<file path="config.mk">
export PLATFORM = sky130hd
export DESIGN_NAME = en_delay_line
export DESIGN_NICKNAME = d
export VERILOG_FILES = /design/src/rtl/en_delay_pkg.sv /design/src/rtl/en_dff_w.sv /design/src/rtl/en_delay_line.sv
export SDC_FILE = /design/constraint.sdc
export NUM_CORES = 1
export LEC_CHECK = 0
export CORE_MARGIN = 4
export CORE_UTILIZATION = 49
export DETAILED_ROUTE_END_ITERATION = 10
export HOLD_SLACK_MARGIN = 0.08
export PLACE_DENSITY = 0.86
export SLEW_MARGIN = 15
export SYNTH_ARGS = -nofsm -noshare
export SYNTH_HDL_FRONTEND = slang
export SYNTH_SLANG_ARGS = --single-unit
</file>
<file path="constraint.sdc">
create_clock -name clk -period 2.5 [get_ports clk]
set_clock_uncertainty 0.2 [all_clocks]
set_input_delay 0.375 -clock clk [delete_from_list [all_inputs] [get_ports clk]]
set_output_delay 0.375 -clock clk [all_outputs]
set_load 0.01 [all_outputs]
</file>
<file path="src/rtl/en_delay_pkg.sv">
`default_nettype none
// +----------------------------------------------------------------------------+
// | Module      : en_delay_pkg                                                 |
// | Description : Shared defaults and width helper for the enabled delay line. |
// | Revision    : 1.0 - initial release                                        |
// +----------------------------------------------------------------------------+
package en_delay_pkg;

    localparam int c_DEFAULT_WIDTH = 8;
    localparam int c_DEFAULT_DEPTH = 4;

    // Bits needed to hold every value 0..depth inclusive.
    function automatic int clog2_cnt(input int depth);
        int w;
        w = 0;
        while ((1 << w) < (depth + 1)) begin
            w = w + 1;
        end
        return (w < 1) ? 1 : w;
    endfunction

endpackage
`default_nettype wire

</file>
<file path="src/rtl/en_dff_w.sv">
`default_nettype none
// +----------------------------------------------------------------------------+
// | Module      : en_dff_w                                                     |
// | Description : WIDTH-bit register, sync reset, parallel load over enable.   |
// | Revision    : 1.0 - initial release                                        |
// +----------------------------------------------------------------------------+
module en_dff_w #(
    parameter int WIDTH = 8
) (
    input  logic             clk,
    input  logic             rst,
    input  logic             en,
    input  logic             load,
    input  logic [WIDTH-1:0] d,
    input  logic [WIDTH-1:0] load_value,
    output logic [WIDTH-1:0] q
);

    logic [WIDTH-1:0] r_q;

    always_ff @(posedge clk) begin
        if (rst) begin
            r_q <= '0;
        end else if (load) begin
            r_q <= load_value;
        end else if (en) begin
            r_q <= d;
        end
    end

    assign q = r_q;

endmodule
`default_nettype wire

</file>
<file path="src/rtl/en_delay_line.sv">
`default_nettype none
// +----------------------------------------------------------------------------+
// | Module      : en_delay_line                                                |
// | Description : WIDTH x DEPTH enabled delay line with valid chain and fill.  |
// | Revision    : 1.0 - initial release                                        |
// +----------------------------------------------------------------------------+
module en_delay_line
    import en_delay_pkg::*;
#(
    parameter int WIDTH = c_DEFAULT_WIDTH,
    parameter int DEPTH = c_DEFAULT_DEPTH,
    parameter int CNT_W = clog2_cnt(DEPTH)
) (
    input  logic                   clk,
    input  logic                   rst,
    input  logic                   en,
    input  logic [WIDTH-1:0]       d,
    input  logic                   load,
    input  logic [WIDTH*DEPTH-1:0] load_data,
    input  logic                   flush,
    output logic [WIDTH-1:0]       q,
    output logic                   q_valid,
    output logic [CNT_W-1:0]       fill_count,
    output logic                   full
);

    localparam logic [CNT_W-1:0] c_FULL_COUNT = CNT_W'(DEPTH);
    localparam logic [DEPTH-1:0] c_VLD_FIRST  = DEPTH'(1);
    localparam logic [DEPTH-1:0] c_VLD_ALL    = '1;

    logic [WIDTH-1:0] w_stage [DEPTH];
    logic [DEPTH-1:0] r_vld;
    logic [CNT_W-1:0] r_count;
    logic [DEPTH-1:0] w_vld_shift;

    // Flush only touches the valid bookkeeping, so the data stages see en unchanged.
    generate
        for (genvar i = 0; i < DEPTH; i++) begin : g_stage
            logic [WIDTH-1:0] w_stage_in;
            if (i == 0) begin : g_head
                assign w_stage_in = d;
            end else begin : g_tail
                assign w_stage_in = w_stage[i-1];
            end

            en_dff_w #(
                .WIDTH(WIDTH)
            ) u_stage (
                .clk       (clk),
                .rst       (rst),
                .en        (en),
                .load      (load),
                .d         (w_stage_in),
                .load_value(load_data[i*WIDTH +: WIDTH]),
                .q         (w_stage[i])
            );
        end
    endgenerate

    // Dropping the top bit of {vld,1} handles DEPTH=1 without a zero-width slice.
    assign w_vld_shift = DEPTH'({r_vld, 1'b1});

    always_ff @(posedge clk) begin
        if (rst) begin
            r_vld   <= '0;
            r_count <= '0;
        end else if (load) begin
            r_vld   <= c_VLD_ALL;
            r_count <= c_FULL_COUNT;
        end else if (flush) begin
            if (en) begin
                r_vld   <= c_VLD_FIRST;
                r_count <= CNT_W'(1);
            end else begin
                r_vld   <= '0;
                r_count <= '0;
            end
        end else if (en) begin
            r_vld <= w_vld_shift;
            if (r_count != c_FULL_COUNT) begin
                r_count <= r_count + CNT_W'(1);
            end
        end
    end

    assign q          = w_stage[DEPTH-1];
    assign q_valid    = r_vld[DEPTH-1];
    assign fill_count = r_count;
    assign full       = (r_count == c_FULL_COUNT);

endmodule
`default_nettype wire

</file>
==> flow_summary.toml <==
[power_and_ir_drop]
p_per_area_nw_per_um2 = 532.6
p_sw_uw = 322.2
sequentialPowerShare = 0.511
swShare = 0.2427
peakVddDrop_mv = 0.3873
clockPowerShare = 0.303
p_int_mw = 1.005
p_leak_nw = 1.005
combPwrFrac = 0.186
power.total_mw = 1.327

[logic_synthesis]
syn-cell-area_sq_um = 1810
ys_seq_area_frac = 0.4312
yosysWarnings = 0
syn-num-nets = 258
ys_ff_latch = 39
synthCells = 211
synth_cell_types = 21
postSynthAreaPerCell_sq_um = 8.581

[grt]
grt_max_degree = 40
grt_first_pass_wirelength_um = 6492
top_usage_layer = "met2"
grt_util_met3 = 0.03079
antenna_found_initial = 0
grt_pass1_vias = 1584
gr-total-overflow = 0
met2_usage = 0.3492
grt.total_usage = 0.1810
grt_use_met1 = 0.1912

[timing]
finalCritPeriodShare = 0.8590
hold_ws_ns = 0.3049
maxSlewHeadroom = 0.6746
layout_min_cycle_time_ns = 2.148
clock.fmax_ghz = 0.4656
worst-slew-pin-transition_ns = 0.4881
rsz0062_at_grt = "no"
setup_tns_ns = 0
hold_viol_final = 0
setup_violations = 0
slew_viol_final = 0

[setup_path]
startpoint = "fill_count[0]"
reg2reg_from = "fill_count[0]"
critPathCaptureType = "output pin"
critPathMaxFanout = 4
cp_data_required_time_ns = 1.92
cp-start-kind = "flip-flop"
arrival_ns = 1.57
critical_path_class = "reg -> out"

[layout]
drive_above_1_share = 0.1811
final_area_sq_um = 2492
fillerInstances = 266
finalNetCount = 311
antennaDiodeCount = 0
layout_common_cells = "65 x nand2_1, 56 x clkdlybuf4s50_1, 39 x dfxtp_1"
final_common_cell = "nand2_1"
syn_to_final_growth_pct = 37.66

[detailed_routing]
drt-pass1-iter-count = 4
drc = 0
wl_per_cell_um = 12.79
drt-initial-drc-count = 86
via_per_inst = 5.119
via_count = 1592
routed_wl_um = 3978
postRouteAntennaNets = 0

[floorplan]
rows = 21
die_h_um = 68.79
start_util = 0.5260
die_x_um = 68.79
die-area_sq_um = 4731
core_region_area_sq_um = 3442
io_pins = 58

[hold_path]
worstHoldStart = "r_vld[0]"
hold_class = "reg -> reg"

[clocking]
clock-sinks = 39
cts-root-buf = "clkbuf_8"
cts_resized = 0
tritoncts = "done"
insertion_delay_ns = 0.29
postCtsSetupBuffers = 0
clkSlewWorstSetupHoldPaths_ns = 0.07
clock_tree.buffer_depth = 2
htreeDepth = 2
ctsHoldBuffers = 0
cts_buffers = 5

[job]
max_cap_violations = 0

[outcome]
outcome = "finished clean"

[place]
routabilityCongestion = 0.7405
place_area_sq_um = 2411
dpl.hpwl_um = 2731
portBuffers = 57
[synth_stat cells, drive strengths merged]
master | n | area share
nand2 | 65 | 0.13
dfxtp | 39 | 0.43
a21oi | 36 | 0.10
mux2 | 35 | 0.22
buf | 9 | 0.023
clkbuf | 6 | 0.012
inv | 4 | 0.0083
nor2 | 4 | 0.0083
a211oi | 2 | 0.011
ha | 2 | 0.014
mux2i | 2 | 0.011
a21boi | 1 | 0.0062
a21o | 1 | 0.0041
and2 | 1 | 0.0035
nand3 | 1 | 0.0028
nand4b | 1 | 0.0048
nor2b | 1 | 0.0035
nor4 | 1 | 0.0035
[metrics by stage]
step	setup WS [ns]	std cells	utilization
floorplan	1.014	211	-
global placement	0.6884	303	0.7005
detailed placement	0.6482	303	0.7005
CTS	0.3467	311	0.7241
global route	0.2595	311	0.7241
finish	0.3524	311	0.7241
[registers in the layout, indices dropped and copies added (netlist names)]
register           flops
r_vld                  4
fill_count             3
g_stage.u_stage.q     32
[final timing paths]
check                           slack, ns            end  cells past startpoint
worst max-delay path                 0.35           full                      4
worst max register to register       0.99  fill_count[0]                      5
worst min-delay path                 0.30       r_vld[0]                      2
worst min register to register       0.30       r_vld[0]                      2
[per-layer routing]
layer	vias to the layer above	routed length, um
met1	732	1679
li1	811	-
met3	5	195
met4	0	57
met5	-	0
met2	44	2046
[cell families after synthesis]
family,share of synthesized area
and+or+nand+nor,0.1610
adders and majority gates,0.01382
AOI/OAI and AO/OA,0.1209
DFF,0.4312
buffers and inverters,0.04423
muxes,0.2288
[critical path, cell delays in order, from the launching register on]
cell             delay, ns
dfxtp_1               0.36
inv_1                 0.07
ha_1                  0.23
and2_1                0.16
clkdlybuf4s50_1       0.47
[layout make-up]
class | count | area, sq um | share of cell area
clock buffers | 7 | 76.32 | 0.03062
clock inverters | 1 | 5.005 | 0.002008
inverters | 4 | 15.01 | 0.006024
multi-input cells | 153 | 949.7 | 0.3810
flip-flops and latches | 39 | 780.7 | 0.3133
well taps | 46 | 57.56 | 0.02309
repair buffers | 61 | 608.1 | 0.2440
[power by group through the flow]
stage,Sequential [mW],Clock (mW),Combinational (mW)
2_1_floorplan,0.691,0,0.129
6_report,0.678,0.403,0.247
3_3_place_gp,0.691,0,0.243
3_5_place_dp,0.692,0,0.248
5_1_grt,0.683,0.430,0.272
4_1_cts,0.678,0.409,0.249
No activity file was read; power rests on OpenSTA's default activity.
